## config.mk

```make
export PLATFORM = sky130hd
export DESIGN_NAME = ex_iter_divider
export DESIGN_NICKNAME = d
export VERILOG_FILES = /design/src/rtl/ex_iter_divider.sv
export SDC_FILE = /design/constraint.sdc
export NUM_CORES = 1
export LEC_CHECK = 0
export BUFFER_PORTS_ARGS = -buffer_cell sky130_fd_sc_hd__buf_2
export CAP_MARGIN = 5
export CORE_MARGIN = 2
export CORE_UTILIZATION = 50
export CTS_BUF_LIST = sky130_fd_sc_hd__clkbuf_4 sky130_fd_sc_hd__clkbuf_8
export CTS_CLUSTER_DIAMETER = 120
export DETAILED_ROUTE_END_ITERATION = 6
export HOLD_SLACK_MARGIN = 0.1
export PLACE_DENSITY_LB_ADDON = 0.25
export SKIP_LAST_GASP = 1
export SYNTH_ARGS = -nofsm -noshare
export SYNTH_HDL_FRONTEND = slang
export SYNTH_SLANG_ARGS = --single-unit
```

## constraint.sdc

```tcl
create_clock -name clk -period 5.3 [get_ports clk]
set_input_delay 1.06 -clock clk [delete_from_list [all_inputs] [get_ports clk]]
set_output_delay 1.06 -clock clk [all_outputs]
set_load 0.02 [all_outputs]
```

## src/rtl/ex_iter_divider.sv

```systemverilog
// Iterative restoring divider: signed/unsigned DIV/MOD, STEPS_PER_CYCLE quotient bits per cycle.
// done rises WIDTH/STEPS_PER_CYCLE+2 cycles after start is taken (1 cycle when b==0) and holds until ack or flush.
module ex_iter_divider #(
  parameter int WIDTH           = 32,
  parameter int STEPS_PER_CYCLE = 1
) (
  input  logic             clk,
  input  logic             rst_n,
  input  logic             flush,
  input  logic             start,
  input  logic             is_signed,
  input  logic             op_rem,
  input  logic [WIDTH-1:0] a,
  input  logic [WIDTH-1:0] b,
  input  logic             ack,
  output logic             busy,
  output logic             done,
  output logic [WIDTH-1:0] result,
  output logic             div_by_zero
);

  localparam int N  = WIDTH / STEPS_PER_CYCLE;
  localparam int CW = $clog2(N + 1);

  typedef enum logic [2:0] {S_IDLE, S_PREP, S_ITER, S_FIX, S_DONE} state_t;

  state_t state, state_nxt;

  logic [WIDTH-1:0] a_q, b_q;
  logic             sgn_q, op_rem_q;
  logic             neg_q_q, neg_r_q;
  logic [WIDTH-1:0] rem_q, quo_q, div_q;
  logic [CW-1:0]    cnt_q;

  logic             accept;
  logic             b_zero;
  logic             a_neg, b_neg;
  logic [WIDTH-1:0] mag_a, mag_b;
  logic [WIDTH-1:0] quo_fix, rem_fix;
  logic             last_iter;

  // Chained shift/subtract steps; the shifted partial remainder needs one extra bit.
  logic [WIDTH-1:0] r_v, q_v;
  logic [WIDTH:0]   r_sh, diff;

  assign accept    = start & ~flush & ((state == S_IDLE) | ((state == S_DONE) & ack));
  assign b_zero    = (b_q == '0);
  assign a_neg     = sgn_q & a_q[WIDTH-1];
  assign b_neg     = sgn_q & b_q[WIDTH-1];
  assign mag_a     = a_neg ? -a_q : a_q;
  assign mag_b     = b_neg ? -b_q : b_q;
  assign quo_fix   = neg_q_q ? -quo_q : quo_q;
  assign rem_fix   = neg_r_q ? -rem_q : rem_q;
  assign last_iter = (cnt_q == CW'(N - 1));

  always_ff @(posedge clk or negedge rst_n) begin
    if (!rst_n) state <= S_IDLE;
    else        state <= state_nxt;
  end

  always_comb begin
    state_nxt = state;
    busy      = 1'b0;
    done      = 1'b0;
    case (state)
      S_IDLE: if (start) state_nxt = S_PREP;
      S_PREP: begin
        busy      = 1'b1;
        state_nxt = b_zero ? S_DONE : S_ITER;
      end
      S_ITER: begin
        busy = 1'b1;
        if (last_iter) state_nxt = S_FIX;
      end
      S_FIX: begin
        busy      = 1'b1;
        state_nxt = S_DONE;
      end
      S_DONE: begin
        done = 1'b1;
        if (ack) state_nxt = start ? S_PREP : S_IDLE;
      end
      default: state_nxt = S_IDLE;
    endcase
    if (flush) state_nxt = S_IDLE;
  end

  always_comb begin
    r_v  = rem_q;
    q_v  = quo_q;
    r_sh = '0;
    diff = '0;
    for (int i = 0; i < STEPS_PER_CYCLE; i++) begin
      r_sh = {r_v, q_v[WIDTH-1]};
      q_v  = {q_v[WIDTH-2:0], 1'b0};
      diff = r_sh - {1'b0, div_q};
      if (!diff[WIDTH]) begin
        r_v    = diff[WIDTH-1:0];
        q_v[0] = 1'b1;
      end else begin
        r_v = r_sh[WIDTH-1:0];
      end
    end
  end

  always_ff @(posedge clk or negedge rst_n) begin
    if (!rst_n) begin
      a_q         <= '0;
      b_q         <= '0;
      sgn_q       <= 1'b0;
      op_rem_q    <= 1'b0;
      neg_q_q     <= 1'b0;
      neg_r_q     <= 1'b0;
      rem_q       <= '0;
      quo_q       <= '0;
      div_q       <= '0;
      cnt_q       <= '0;
      result      <= '0;
      div_by_zero <= 1'b0;
    end else if (flush) begin
      div_by_zero <= 1'b0;
    end else begin
      if (accept) begin
        a_q         <= a;
        b_q         <= b;
        sgn_q       <= is_signed;
        op_rem_q    <= op_rem;
        div_by_zero <= 1'b0;
      end
      case (state)
        S_PREP: begin
          cnt_q   <= '0;
          rem_q   <= '0;
          quo_q   <= mag_a;
          div_q   <= mag_b;
          neg_q_q <= a_neg ^ b_neg;
          neg_r_q <= a_neg;
          // Divide by zero skips iteration: remainder is the raw dividend.
          if (b_zero) begin
            div_by_zero <= 1'b1;
            result      <= op_rem_q ? a_q : '1;
          end
        end
        S_ITER: begin
          rem_q <= r_v;
          quo_q <= q_v;
          cnt_q <= cnt_q + 1'b1;
        end
        S_FIX:   result <= op_rem_q ? rem_fix : quo_fix;
        default: ;
      endcase
    end
  end

endmodule

```

==> Word-level counts from Yosys, hierarchy flattened <==
Cells that the tools add are included.
{ "totals": {"elab_cells": 72, "reg_bits": 206} }
{ "classes": {"eq_ne": 9, "reduce_logical": 10, "n_bitwise": 8, "n_mux": 26, "addsub": 6} }
{ "ops": {"columns": ["op", "n"], "rows": [
  ["2-to-1 mux 32 bit", 8],
  ["case mux 32 bit (2 select lines)", 3],
  ["negation 32 bit", 4],
  ["subtractor 33 x 32 -> 33 bit", 1],
  ["logical NOT 32 bit", 1],
  ["2-to-1 mux 3 bit", 5],
  ["case mux 3 bit (5 select lines)", 1],
  ["case mux 6 bit (2 select lines)", 1],
  ["inequality test 3 bit (second input constant)", 3],
  ["2-to-1 mux 1 bit", 8],
  ["adder 6 x 1 -> 6 bit (second input constant)", 1],
  ["== test 3 x 2 -> 1 bit (second input constant)", 2],
  ["== test 6 x 5 -> 1 bit (second input constant)", 1],
  ["AND reduction 2 bit", 3],
  ["AND reduction 3 bit", 2],
  ["bitwise AND 1 bit", 5],
  ["nonzero test 2 bit", 2],
  ["== test 3 x 1 -> 1 bit (second input constant)", 1],
  ["== test 3 bit (second input constant)", 1],
  ["logical NOT 3 bit", 1],
  ["OR reduction 3 bit", 1],
  ["inequality test 2 bit (second input constant)", 1],
  ["inverter 1 bit", 1],
  ["OR 1 bit", 1],
  ["XOR 1 bit", 1]
]} }

==> Logic depth before layout (Yosys ltp) <==
Gate-level depths: netlist of run 1.
{ "logic_depth": {"depth_word": 8, "ltp_mapped": 13, "depth_no_buf": 12} }

==> Worst setup path after synthesis of run 1 <==
OpenSTA, ideal clock, no wires.
{ "synth_timing": {"path_kind": "reg-to-reg", "start": "register quo_q[31]", "end": "register rem_q[10]", "period_less_slack_ps": 3106, "n_path_buf": 1, "path_slack_ps": 2194, "arrival_time_ps": 2973, "path_stages_with_launch": 14, "path_cell_list": "dfrtp_1 -> inv_1 -> ha_1 -> fa_1 -> nor2b_1 -> o31ai_1 -> a31oi_1 -> a2111oi_0 -> o21a_1 -> nor2_1 -> xor2_2 -> buf_4 -> mux2i_1 -> o21ai_0"} }
{ "synth_between": {"elab_chain_cells": 3} }
{ "synth_lines": {"columns": ["element", "line", "text"], "rows": [
  ["from (decl)", "32", "logic [WIDTH-1:0] rem_q, quo_q, div_q;"],
  ["from (signal assigned)", "134", "quo_q <= mag_a;"],
  ["from (signal assigned)", "146", "quo_q <= q_v;"],
  ["subtractor 33 x 32 -> 33 bit", "96", "diff = r_sh - {1'b0, div_q};"],
  ["2-to-1 mux 32 bit", "97", "if (!diff[WIDTH]) begin"],
  ["case mux 32 bit (2 select lines)", "130", "case (state)"],
  ["to (signal assigned)", "145", "rem_q <= r_v;"],
  ["to (decl)", "32", null]
]} }
No other way between the ends.
A chain may end at the register's enable or synchronous reset.

==> Worst setup path in the final report of run 1 <==
{ "layout_timing": {"start": "register quo_q[31]", "end": "register rem_q[12]"} }
Same word-level chain as after synthesis.

==> flow_summary_export.csv, run 1 <==
group,metric,value,unit
grt,grt.total_usage,0.2364,
power_and_ir_drop,combinationalPowerShare,0.407,
min_path,hold_path_class,"register to register",
timing,grt_setup_unrepaired,"false",
synthesis,synthesis.area,13200,µm²
floorplanning,starting_density,0.5080,
final_layout,finalInstanceArea,14670,µm²
run,max_cap_viol_count,0,
worst_setup_path,worst-path-max-fanout,21,
worst_setup_path,timing.critical_path.arrival,4.39,ns
final_layout,final_layout_size_suffix_gt1_frac,0.1680,
timing,timing_max_transition_violations_final,0,
grt,global_route_wire_length_before_repair,54330,µm
synthesis,synth_warnings,0,
worst_setup_path,r2r_start,"quo_q[31]$_DFFE_PN0P_",
floorplanning,floorplan.die.height,166.5,µm
timing,max_clock_freq,249.0,MHz
final_layout,postLayoutCoreUtil,0.5644,
power_and_ir_drop,total_power,7.031,mW
place,dpl_worst_slack,1.352,ns
synthesis,fraction_of_registers_with_async_set_reset,1.000,
power_and_ir_drop,share_clk_of_total_power,0.209,
timing,setup_viol_count_final,0,
power_and_ir_drop,net_switching_component_of_the_power,2.897,mW
timing,hold_viol,0,
cts,cts_hold_buf,0,
floorplanning,io_pins,106,
timing,min_setup_slack_post_route,1.284,ns
power_and_ir_drop,pwr_density_cell,479.4,nW/µm²
cts,cts.reportedPaths.clkPinSlew,0.05,ns
timing,max_slew_margin,0.3806,
synthesis,post_synth_inst_count,1497,
cts,max-clock-path-buffers,3,
drt,first_iter_violations,780,
cts,cts_tree,"yes",
final_layout,fill_cells,2352,
drt,drt-pass1-iter-count,5,
cts,cts_buffers,37,
synthesis,ys_ff_latch,206,
final_layout,fin_cells,1924,
power_and_ir_drop,ir_worst_vdd,0.3809,mV
status,status,"finished, final reports clean",
floorplanning,die_area,27720,µm²
drt,ant_nets,0,
place,post_dp_cell_area,13950,µm²
floorplanning,design.core.area,25980,µm²
synthesis,post_synth.cell_area_avg,8.819,µm²
grt,globalRoute.totalOverflow,0,
cts,cts.sinks,206,
floorplanning,chip_width,166.5,µm
cts,clk_latency,0.54,ns
floorplanning,rows,59,
final_layout,antennaDiodeCount,0,
worst_setup_path,crit_buf_inv,2,
timing,final_min_period_over_clock_period,0.7578,
worst_setup_path,crit_required,5.68,ns
drt,detail_route.vias_per_cell,5.772,
grt,grt_start_max_net_pins,105,
worst_setup_path,cpPeakStageDelay,0.57,ns
power_and_ir_drop,static-leakage-power,6.495,nW
synthesis,synth_fp_nets,1606,
place,port-buffer-count,105,
worst_setup_path,criticalPathCategory,"register to register",
worst_setup_path,cp_delay_by_family_top,"compound AO/OA/AOI/OAI gates",
final_layout,layout.nets,1677,
final_layout,layout.cells.most_common,"sky130_fd_sc_hd__dfrtp_1",
timing,tightestPinTransition,0.9291,ns
synthesis,synth-main-ff-cell,"sky130_fd_sc_hd__dfrtp_1",
grt,grt_antenna_before_repair,0,
synthesis,yosysSeqAreaShare,0.3905,
drt,finalWirelength,33080,µm
timing,fin_hold_ws,0.4738,ns
synthesis,number_of_enable_flip_flop_cells_after_synthesis,0,
power_and_ir_drop,intPower,4.134,mW
worst_setup_path,cp_slowest_cell,"sky130_fd_sc_hd__xor2_4",
power_and_ir_drop,sw_frac_of_total,0.4121,
power_and_ir_drop,power_share_of_the_sequential_group,0.384,
worst_setup_path,critPathLaunch,"quo_q[31]$_DFFE_PN0P_",
timing,setup_tns,0,ns
place,place.detailed.hpwl,23860,µm
grt,grt_pass1_vias,10580,
cts,cts_root_buffer,"sky130_fd_sc_hd__clkbuf_8",
place,place.detailed.instances,1864,
worst_setup_path,path_cells,"inv_1 -> ha_1 -> fa_1 -> nor2b_1 -> o31ai_1 -> a31oi_1 -> a2111oi_0 -> o21a_1 -> nor2_1 -> xor2_4 -> buf_4 -> mux2i_1 -> o21ai_0",
worst_setup_path,category_of_the_worst_setup_path_launch_point,"register",
timing,timing.clock.skew,0.02136,ns
timing,finalCriticalPeriod,4.016,ns
final_layout,areaGrowthSynthToFinish,11.10,%
drt,detail_route.drc_violations,0,
cts,cts_setup_buffers,0,
cts,cts.repair.resized,0,
final_layout,layout_common_cells,"sky130_fd_sc_hd__dfrtp_1 (206), sky130_fd_sc_hd__nand2_1 (175), sky130_fd_sc_hd__o21ai_0 (171)",
min_path,worstHoldStart,"result[7]$_DFFE_PN0P_",
drt,detailroute.via_count,11105,
cts,htree_num_levels,2,
synthesis,synthDistinctLibCells,71,
drt,wl_per_cell,17.19,µm
worst_setup_path,crit_end_category,"register",
place,globalplace.congestion,0.9140,
## final cells by class
class | count | area, µm² | area share
multi-input combinational | 1155 | 7547 | 0.5146
sequential | 206 | 5155 | 0.3515
clock buffer | 54 | 680.7 | 0.04641
timing repair buffer | 118 | 644.4 | 0.04393
tap | 335 | 419.2 | 0.02858
inverter | 50 | 187.7 | 0.01280
clock inverter | 6 | 32.53 | 0.002218
## path summary, 6_finish.rpt
check | to | depth (start not counted) | slack, ns
setup / recovery | rem_q[12]$_DFFE_PN0P_ | 13 | 1.28
hold / removal | result[7]$_DFFE_PN0P_ | 2 | 0.47
setup reg to reg | rem_q[12]$_DFFE_PN0P_ | 13 | 1.28
hold reg to reg | result[7]$_DFFE_PN0P_ | 2 | 0.47
max in group asynchronous | b_q[30]$_DFFE_PN0P_ | 2 | 3.68
min in group asynchronous | result[8]$_DFFE_PN0P_ | 1 | 0.60
## kinds of logic (layout without fill, tap and decap cells)
| group | count (synthesis) | after routing | share of synthesized area |
|---|---|---|---|
| fa+ha+maj | 38 | 38 | 0.03658 |
| simple gates | 445 | 445 | 0.1558 |
| buf+inv | 136 | 228 | 0.04066 |
| flops | 206 | 206 | 0.3905 |
| compound gates | 431 | 431 | 0.2002 |
| mux | 98 | 98 | 0.08085 |
| xor+xnor | 143 | 143 | 0.09544 |
## sequential cells by signal, indices dropped and copies added (netlist names)
| signal | flops |
|---|---|
| a_q | 32 |
| div_by_zero | 1 |
| neg_q_q | 1 |
| neg_r_q | 1 |
| rem_q | 32 |
| quo_q | 32 |
| cnt_q | 6 |
| b_q | 32 |
| result | 32 |
| sgn_q | 1 |
| state | 3 |
| div_q | 32 |
| op_rem_q | 1 |
## synthesized netlist by cell type (3+ instances only)
cell type | n | area share
sky130_fd_sc_hd__a2111oi_0 | 7 | 0.0046
sky130_fd_sc_hd__a211oi_1 | 9 | 0.0051
sky130_fd_sc_hd__a21o_1 | 22 | 0.013
sky130_fd_sc_hd__a21oi_1 | 99 | 0.038
sky130_fd_sc_hd__a221oi_1 | 7 | 0.0046
sky130_fd_sc_hd__a22o_1 | 3 | 0.0020
sky130_fd_sc_hd__a31oi_1 | 10 | 0.0047
sky130_fd_sc_hd__a41oi_1 | 4 | 0.0027
sky130_fd_sc_hd__and2_1 | 8 | 0.0038
sky130_fd_sc_hd__and3_1 | 7 | 0.0033
sky130_fd_sc_hd__buf_1 | 10 | 0.0028
sky130_fd_sc_hd__buf_2 | 3 | 0.0011
sky130_fd_sc_hd__buf_4 | 4 | 0.0023
sky130_fd_sc_hd__clkbuf_1 | 68 | 0.019
sky130_fd_sc_hd__dfrtp_1 | 206 | 0.39
sky130_fd_sc_hd__ha_1 | 37 | 0.035
sky130_fd_sc_hd__inv_1 | 50 | 0.014
sky130_fd_sc_hd__mux2_2 | 69 | 0.059
sky130_fd_sc_hd__mux2i_1 | 29 | 0.022
sky130_fd_sc_hd__nand2_1 | 175 | 0.050
sky130_fd_sc_hd__nand2b_1 | 12 | 0.0057
sky130_fd_sc_hd__nand3_1 | 13 | 0.0049
sky130_fd_sc_hd__nand3b_1 | 7 | 0.0040
sky130_fd_sc_hd__nand4_1 | 7 | 0.0033
sky130_fd_sc_hd__nand4b_1 | 4 | 0.0027
sky130_fd_sc_hd__nor2_1 | 127 | 0.036
sky130_fd_sc_hd__nor2b_1 | 7 | 0.0033
sky130_fd_sc_hd__nor3_1 | 20 | 0.0076
sky130_fd_sc_hd__nor4_1 | 18 | 0.0085
sky130_fd_sc_hd__o211ai_1 | 9 | 0.0051
sky130_fd_sc_hd__o21a_1 | 8 | 0.0045
sky130_fd_sc_hd__o21ai_0 | 172 | 0.065
sky130_fd_sc_hd__o21ai_1 | 4 | 0.0015
sky130_fd_sc_hd__o221ai_1 | 10 | 0.0066
sky130_fd_sc_hd__o22ai_1 | 4 | 0.0019
sky130_fd_sc_hd__o31ai_1 | 28 | 0.016
sky130_fd_sc_hd__o41ai_1 | 12 | 0.0080
sky130_fd_sc_hd__or2_2 | 5 | 0.0024
sky130_fd_sc_hd__or3_1 | 17 | 0.0081
sky130_fd_sc_hd__or4_1 | 8 | 0.0045
sky130_fd_sc_hd__xnor2_1 | 66 | 0.044
sky130_fd_sc_hd__xor2_1 | 76 | 0.050
## power by group through the flow
| stage | Clock, mW | Sequential [mW] | Combinational (mW) |
|---|---|---|---|
| after CTS | 1.51 | 2.69 | 2.85 |
| after floorplan | 0 | 2.64 | 2.11 |
| after global placement | 0 | 2.69 | 2.79 |
| final | 1.47 | 2.70 | 2.86 |
| after global routing | 1.58 | 2.79 | 3.21 |
| after detailed placement | 0 | 2.71 | 2.84 |
## worst reg2reg max path: stages, from the launching register on
cell and delay, ns:
sky130_fd_sc_hd__dfrtp_1 0.37, sky130_fd_sc_hd__inv_1 0.09, sky130_fd_sc_hd__ha_1 0.24, sky130_fd_sc_hd__fa_1 0.41
sky130_fd_sc_hd__nor2b_1 0.20, sky130_fd_sc_hd__o31ai_1 0.11, sky130_fd_sc_hd__a31oi_1 0.43, sky130_fd_sc_hd__a2111oi_0 0.24
sky130_fd_sc_hd__o21a_1 0.22, sky130_fd_sc_hd__nor2_1 0.26, sky130_fd_sc_hd__xor2_4 0.57, sky130_fd_sc_hd__buf_4 0.41
sky130_fd_sc_hd__mux2i_1 0.24, sky130_fd_sc_hd__o21ai_0 0.09
## per-layer routing
| metal | share of wire | vias up | GRT usage |
|---|---|---|---|
| li1 | - | 5488 | - |
| met3 | 0.066 | 48 | 0.04040 |
| met4 | 0.023 | 0 | 0.07009 |
| met2 | 0.45 | 347 | 0.3771 |
| met1 | 0.46 | 5222 | 0.3322 |
| met5 | 0 | - | 0 |
(Power assumes the default switching activity.)
==> run 2, diff against run 1 <==
clock period = 4.21 ns   (was 5.3 ns; I/O delays follow)
==> run 2 against run 1 <==
  * Sequential share of layout area decreased by 0.41 points
  * Register-to-register slack got worse by 0.68 ns
  * Hold slack got worse by 0.069 ns
  * Utilization increased by 0.66 points
  * Design area increased by 1.2%
  * Combinational power increased by 27%
  * Routed wire length increased by 0.35%
  * Critical path depth decreased by 1
  * Die area unchanged
  * Clock-buffer cell count increased by 7
  * First-iteration DRC count decreased by 16%
  * Clock skew decreased by 0.0053 ns
  * Critical path type unchanged
  * Highest routed layer unchanged
==> flow_summary_export.csv, run 2 (same netlist as run 1, synthesis figures left out) <==
group,metric,value,unit
worst_setup_path,worst-path-max-fanout,26,
grt,grt.total_usage,0.2375,
final_layout,layout_common_cells,"sky130_fd_sc_hd__dfrtp_1 (206), sky130_fd_sc_hd__nand2_1 (175), sky130_fd_sc_hd__o21ai_0 (171)",
final_layout,layout.cells.most_common,"sky130_fd_sc_hd__dfrtp_1",
floorplanning,starting_density,0.5080,
timing,setup_viol_count_final,0,
cts,cts_hold_buf,0,
power_and_ir_drop,static-leakage-power,6.583,nW
floorplanning,design.core.area,25980,µm²
cts,max-clock-path-buffers,3,
final_layout,layout.nets,1684,
timing,grt_setup_unrepaired,"false",
cts,cts_buffers,39,
drt,wl_per_cell,17.17,µm
drt,finalWirelength,33190,µm
power_and_ir_drop,intPower,5.466,mW
drt,drt-pass1-iter-count,7,
timing,tightestPinTransition,0.9706,ns
timing,finalCriticalPeriod,3.601,ns
worst_setup_path,crit_end_category,"register",
cts,clk_latency,0.54,ns
worst_setup_path,crit_buf_inv,2,
timing,final_min_period_over_clock_period,0.8554,
power_and_ir_drop,combinationalPowerShare,0.399,
grt,grt_pass1_vias,10681,
cts,cts_tree,"yes",
power_and_ir_drop,pwr_density_cell,616.2,nW/µm²
place,place.detailed.hpwl,23840,µm
worst_setup_path,criticalPathCategory,"register to register",
cts,cts_root_buffer,"sky130_fd_sc_hd__clkbuf_8",
status,status,"finished, final reports clean",
worst_setup_path,timing.critical_path.arrival,3.97,ns
drt,ant_nets,0,
grt,global_route_wire_length_before_repair,54940,µm
timing,max_slew_margin,0.3530,
worst_setup_path,crit_required,4.58,ns
final_layout,fin_cells,1933,
timing,setup_tns,0,ns
run,max_cap_viol_count,0,
drt,detail_route.vias_per_cell,5.779,
floorplanning,io_pins,106,
place,place.detailed.instances,1869,
grt,grt_antenna_before_repair,0,
floorplanning,die_area,27720,µm²
cts,cts.repair.resized,0,
power_and_ir_drop,share_clk_of_total_power,0.231,
place,port-buffer-count,105,
min_path,hold_path_class,"primary input to asynchronous set/reset pin",
worst_setup_path,worstRegToRegCells,12,
floorplanning,rows,59,
worst_setup_path,cpPeakStageDelay,0.67,ns
power_and_ir_drop,ir_worst_vdd,0.4125,mV
cts,cts.reportedPaths.clkPinSlew,0.06,ns
timing,hold_viol,0,
power_and_ir_drop,net_switching_component_of_the_power,3.678,mW
drt,detail_route.drc_violations,0,
timing,timing_max_transition_violations_final,0,
worst_setup_path,category_of_the_worst_setup_path_launch_point,"register",
final_layout,final_layout_size_suffix_gt1_frac,0.1727,
worst_setup_path,cp_delay_by_family_top,"compound AO/OA/AOI/OAI gates",
grt,grt_start_max_net_pins,101,
cts,cts.sinks,206,
drt,first_iter_violations,654,
worst_setup_path,cp_slowest_cell,"sky130_fd_sc_hd__a2111oi_0",
timing,timing.clock.skew,0.01602,ns
cts,cts_setup_buffers,0,
power_and_ir_drop,sw_frac_of_total,0.4023,
floorplanning,floorplan.die.height,166.5,µm
cts,htree_num_levels,2,
timing,max_clock_freq,277.7,MHz
grt,globalRoute.totalOverflow,0,
worst_setup_path,worst-path-stages,12,
final_layout,antennaDiodeCount,0,
drt,detailroute.via_count,11170,
floorplanning,chip_width,166.5,µm
final_layout,areaGrowthSynthToFinish,12.41,%
place,globalplace.congestion,0.9406,
power_and_ir_drop,power_share_of_the_sequential_group,0.370,
worst_setup_path,path_cells,"ha_1 -> nor2b_1 -> o31ai_1 -> a31oi_1 -> buf_4 -> a2111oi_0 -> o21a_1 -> nor2_1 -> xor2_4 -> buf_12 -> mux2i_1 -> o21ai_0",
## run 2: cell count changes in the layout (fill, tap and decap cells not counted), sizes merged
cell / before / now
clkinv: 5 / 1
bufinv: 0 / 2
buf: 117 / 122
clkbuf: 55 / 62
clkinvlp: 1 / 0
## run 2: metal layers
| metal | vias to the layer above | share of wire | track usage |
|---|---|---|---|
| li1 | 5500 | - | - |
| met1 | 5267 | 0.47 | 0.3389 |
| met2 | 335 | 0.44 | 0.3726 |
| met3 | 68 | 0.059 | 0.03446 |
| met4 | 0 | 0.029 | 0.08058 |
| met5 | - | 0 | 0 |
## run 2: final cells by class
class                      instances  area, µm²
inverter                          50      187.7
clock buffer                      61      770.7
clock inverter                     3      65.06
sequential                       206       5155
fill                            2383      11150
tap                              335      419.2
timing repair buffer             123      694.4
multi-input combinational       1155       7547
## run 2: power groups by stage
stage	registers [mW]	logic [mW]	clock network, mW
6_report	3.39	3.64	2.11
4_1_cts	3.37	3.64	2.16
2_1_floorplan	3.32	2.66	0
3_3_place_gp	3.37	3.55	0
3_5_place_dp	3.40	3.62	0
5_1_grt	3.49	4.09	2.24
## run 2: path summary, 6_finish.rpt
check	startpoint	to	slack, ns
worst min-delay path	rst_n	quo_q[7]$_DFFE_PN0P_	0.41
worst min register to register	result[12]$_DFFE_PN0P_	result[12]$_DFFE_PN0P_	0.47
max in group asynchronous	rst_n	rem_q[20]$_DFFE_PN0P_	2.93
worst max register to register	rem_q[1]$_DFFE_PN0P_	rem_q[14]$_DFFE_PN0P_	0.61
worst max-delay path	rem_q[1]$_DFFE_PN0P_	rem_q[14]$_DFFE_PN0P_	0.61
min in group clk	result[12]$_DFFE_PN0P_	result[12]$_DFFE_PN0P_	0.47
## run 2: metrics by stage
stage               power [mW]  instance area, µm²    util  hold WS, ns  setup WS [ns]
global placement         6.917               14000  0.5389       0.4566         0.7213
global route             9.817               14840  0.5711       0.4846         0.2954
floorplan                5.985               13200       -       0.4654          1.104
finish                   9.144               14840  0.5711       0.4052         0.6089
CTS                      9.175               14840  0.5711       0.4295         0.6042
detailed placement       7.019               14000  0.5389       0.4635         0.6265
==> run 3, diff against run 2 <==
CORE_MARGIN = 5   (was 2)
==> run 3 against run 2 <==
  * Via count fell by 0.35%
  * Clock skew barely moved
  * Sequential share of layout area barely moved
  * Design area barely moved
  * Setup slack improved by 0.023 ns
  * Combinational power barely moved
  * Hold slack got worse by 0.045 ns
  * Fmax rose by 0.65%
  * Cell count rose by 0.36%
==> flow_summary_export.csv, run 3 (same netlist as run 1, synthesis figures left out) <==
group,metric,value,unit
power_and_ir_drop,ir_worst_vdd,0.4842,mV
timing,max_slew_margin,0.3434,
final_layout,layout.cells.most_common,"sky130_fd_sc_hd__dfrtp_1",
cts,cts_root_buffer,"sky130_fd_sc_hd__clkbuf_8",
final_layout,finalInstanceArea,14840,µm²
worst_setup_path,path_cells,"inv_1 -> ha_1 -> fa_1 -> nor2b_1 -> o31ai_1 -> a31oi_1 -> buf_4 -> a2111oi_0 -> o21a_1 -> nor2_1 -> xor2_4 -> buf_12 -> mux2i_1 -> o21ai_0",
cts,cts_hold_buf,0,
place,place.detailed.hpwl,23990,µm
floorplanning,die_area,29750,µm²
worst_setup_path,cp_delay_by_family_top,"compound AO/OA/AOI/OAI gates",
final_layout,final_layout_size_suffix_gt1_frac,0.1763,
final_layout,antennaDiodeCount,0,
drt,first_iter_violations,790,
grt,globalRoute.totalOverflow,0,
power_and_ir_drop,static-leakage-power,6.596,nW
final_layout,areaGrowthSynthToFinish,12.44,%
timing,setup_tns,0,ns
grt,grt_antenna_before_repair,0,
grt,global_route_wire_length_before_repair,55330,µm
timing,hold_viol,0,
cts,cts.repair.resized,0,
floorplanning,starting_density,0.5066,
place,post_dp_cell_area,14010,µm²
cts,cts_setup_buffers,0,
timing,max_clock_freq,279.5,MHz
final_layout,fin_cells,1940,
drt,wl_per_cell,17.16,µm
floorplanning,design.core.area,26060,µm²
floorplanning,io_pins,106,
cts,cts_tree,"yes",
worst_setup_path,critPathLaunch,"quo_q[31]$_DFFE_PN0P_",
timing,finalCriticalPeriod,3.578,ns
cts,clk_latency,0.54,ns
worst_setup_path,category_of_the_worst_setup_path_launch_point,"register",
place,place.detailed.instances,1871,
floorplanning,chip_width,172.5,µm
worst_setup_path,crit_end_category,"register",
place,globalplace.congestion,0.9112,
final_layout,layout.nets,1686,
drt,detail_route.drc_violations,0,
drt,finalWirelength,33290,µm
drt,drt-pass1-iter-count,5,
run,max_cap_viol_count,0,
drt,detail_route.vias_per_cell,5.738,
worst_setup_path,crit_buf_inv,3,
floorplanning,rows,59,
worst_setup_path,cpPeakStageDelay,0.65,ns
timing,timing.clock.skew,0.01640,ns
drt,ant_nets,0,
drt,detailroute.via_count,11131,
cts,cts.reportedPaths.clkPinSlew,0.06,ns
grt,grt.total_usage,0.2267,
worst_setup_path,worst-path-max-fanout,25,
timing,timing_max_transition_violations_final,0,
worst_setup_path,criticalPathCategory,"register to register",
place,port-buffer-count,105,
grt,grt_start_max_net_pins,101,
worst_setup_path,timing.critical_path.arrival,3.95,ns
cts,cts.sinks,206,
grt,grt_pass1_vias,10650,
cts,htree_num_levels,2,
status,status,"finished, final reports clean",
timing,final_min_period_over_clock_period,0.8499,
timing,tightestPinTransition,0.9849,ns
worst_setup_path,crit_required,4.58,ns
timing,grt_setup_unrepaired,"false",
cts,max-clock-path-buffers,3,
final_layout,layout_common_cells,"sky130_fd_sc_hd__dfrtp_1 (206), sky130_fd_sc_hd__nand2_1 (175), sky130_fd_sc_hd__o21ai_0 (171)",
cts,cts_buffers,39,
worst_setup_path,r2r_start,"quo_q[31]$_DFFE_PN0P_",
floorplanning,floorplan.die.height,172.5,µm
min_path,hold_path_class,"primary input to asynchronous set/reset pin",
timing,setup_viol_count_final,0,
power_and_ir_drop,pwr_density_cell,614.6,nW/µm²
worst_setup_path,cp_slowest_cell,"sky130_fd_sc_hd__a2111oi_0",
## run 3: cell count changes in the layout (fill, tap and decap cells not counted)
cell / delta
sky130_fd_sc_hd__buf_12: -1
sky130_fd_sc_hd__buf_4: +3
sky130_fd_sc_hd__clkbuf_4: -3
sky130_fd_sc_hd__clkbuf_8: -2
sky130_fd_sc_hd__clkinv_2: +9
sky130_fd_sc_hd__clkinvlp_4: +1
## run 3: metal layers
layer	vias up	global-route usage	routed length [µm]
met5	-	0	0
met2	325	0.3505	14830
met4	0	0.06528	736
met1	5253	0.3283	15510
li1	5503	-	-
met3	50	0.03932	2206
## run 3: path summary, 6_finish.rpt
check | end | slack (ns) | cells after the start
max | rem_q[12]$_DFFE_PN0P_ | 0.63 | 14
min reg2reg | result[27]$_DFFE_PN0P_ | 0.47 | 2
max in group asynchronous | b_q[24]$_DFFE_PN0P_ | 2.80 | 2
max reg2reg | rem_q[12]$_DFFE_PN0P_ | 0.63 | 14
min | result[9]$_DFFE_PN0P_ | 0.36 | 1
min in group clk | result[27]$_DFFE_PN0P_ | 0.47 | 2
## run 3: through the flow
step / setup WS, ns / total power [mW] / utilization / hold slack (ns)
final: 0.6320 / 9.123 / 0.5696 / 0.3607
after global routing: 0.4046 / 9.835 / 0.5696 / 0.4242
after CTS: 0.6681 / 9.160 / 0.5696 / 0.4140
after detailed placement: 0.7142 / 7.020 / 0.5375 / 0.4621
after global placement: 0.7630 / 6.916 / 0.5375 / 0.4554
after floorplan: 1.104 / 5.985 / - / 0.4654
## run 3: final cells by class
type,instances,area [µm²]
clock buffer,56,720.7
clock inverter,13,117.6
fill,2354,11210
inverter,50,187.7
multi-input combinational,1155,7547
sequential,206,5155
tap,335,419.2
timing repair buffer,125,696.9
## run 3: power breakdown
group | internal [mW] | total [mW] | switching [mW]
registers | 2.62 | 3.37 | 0.742
logic | 1.57 | 3.66 | 2.08
clock network | 1.23 | 2.10 | 0.875
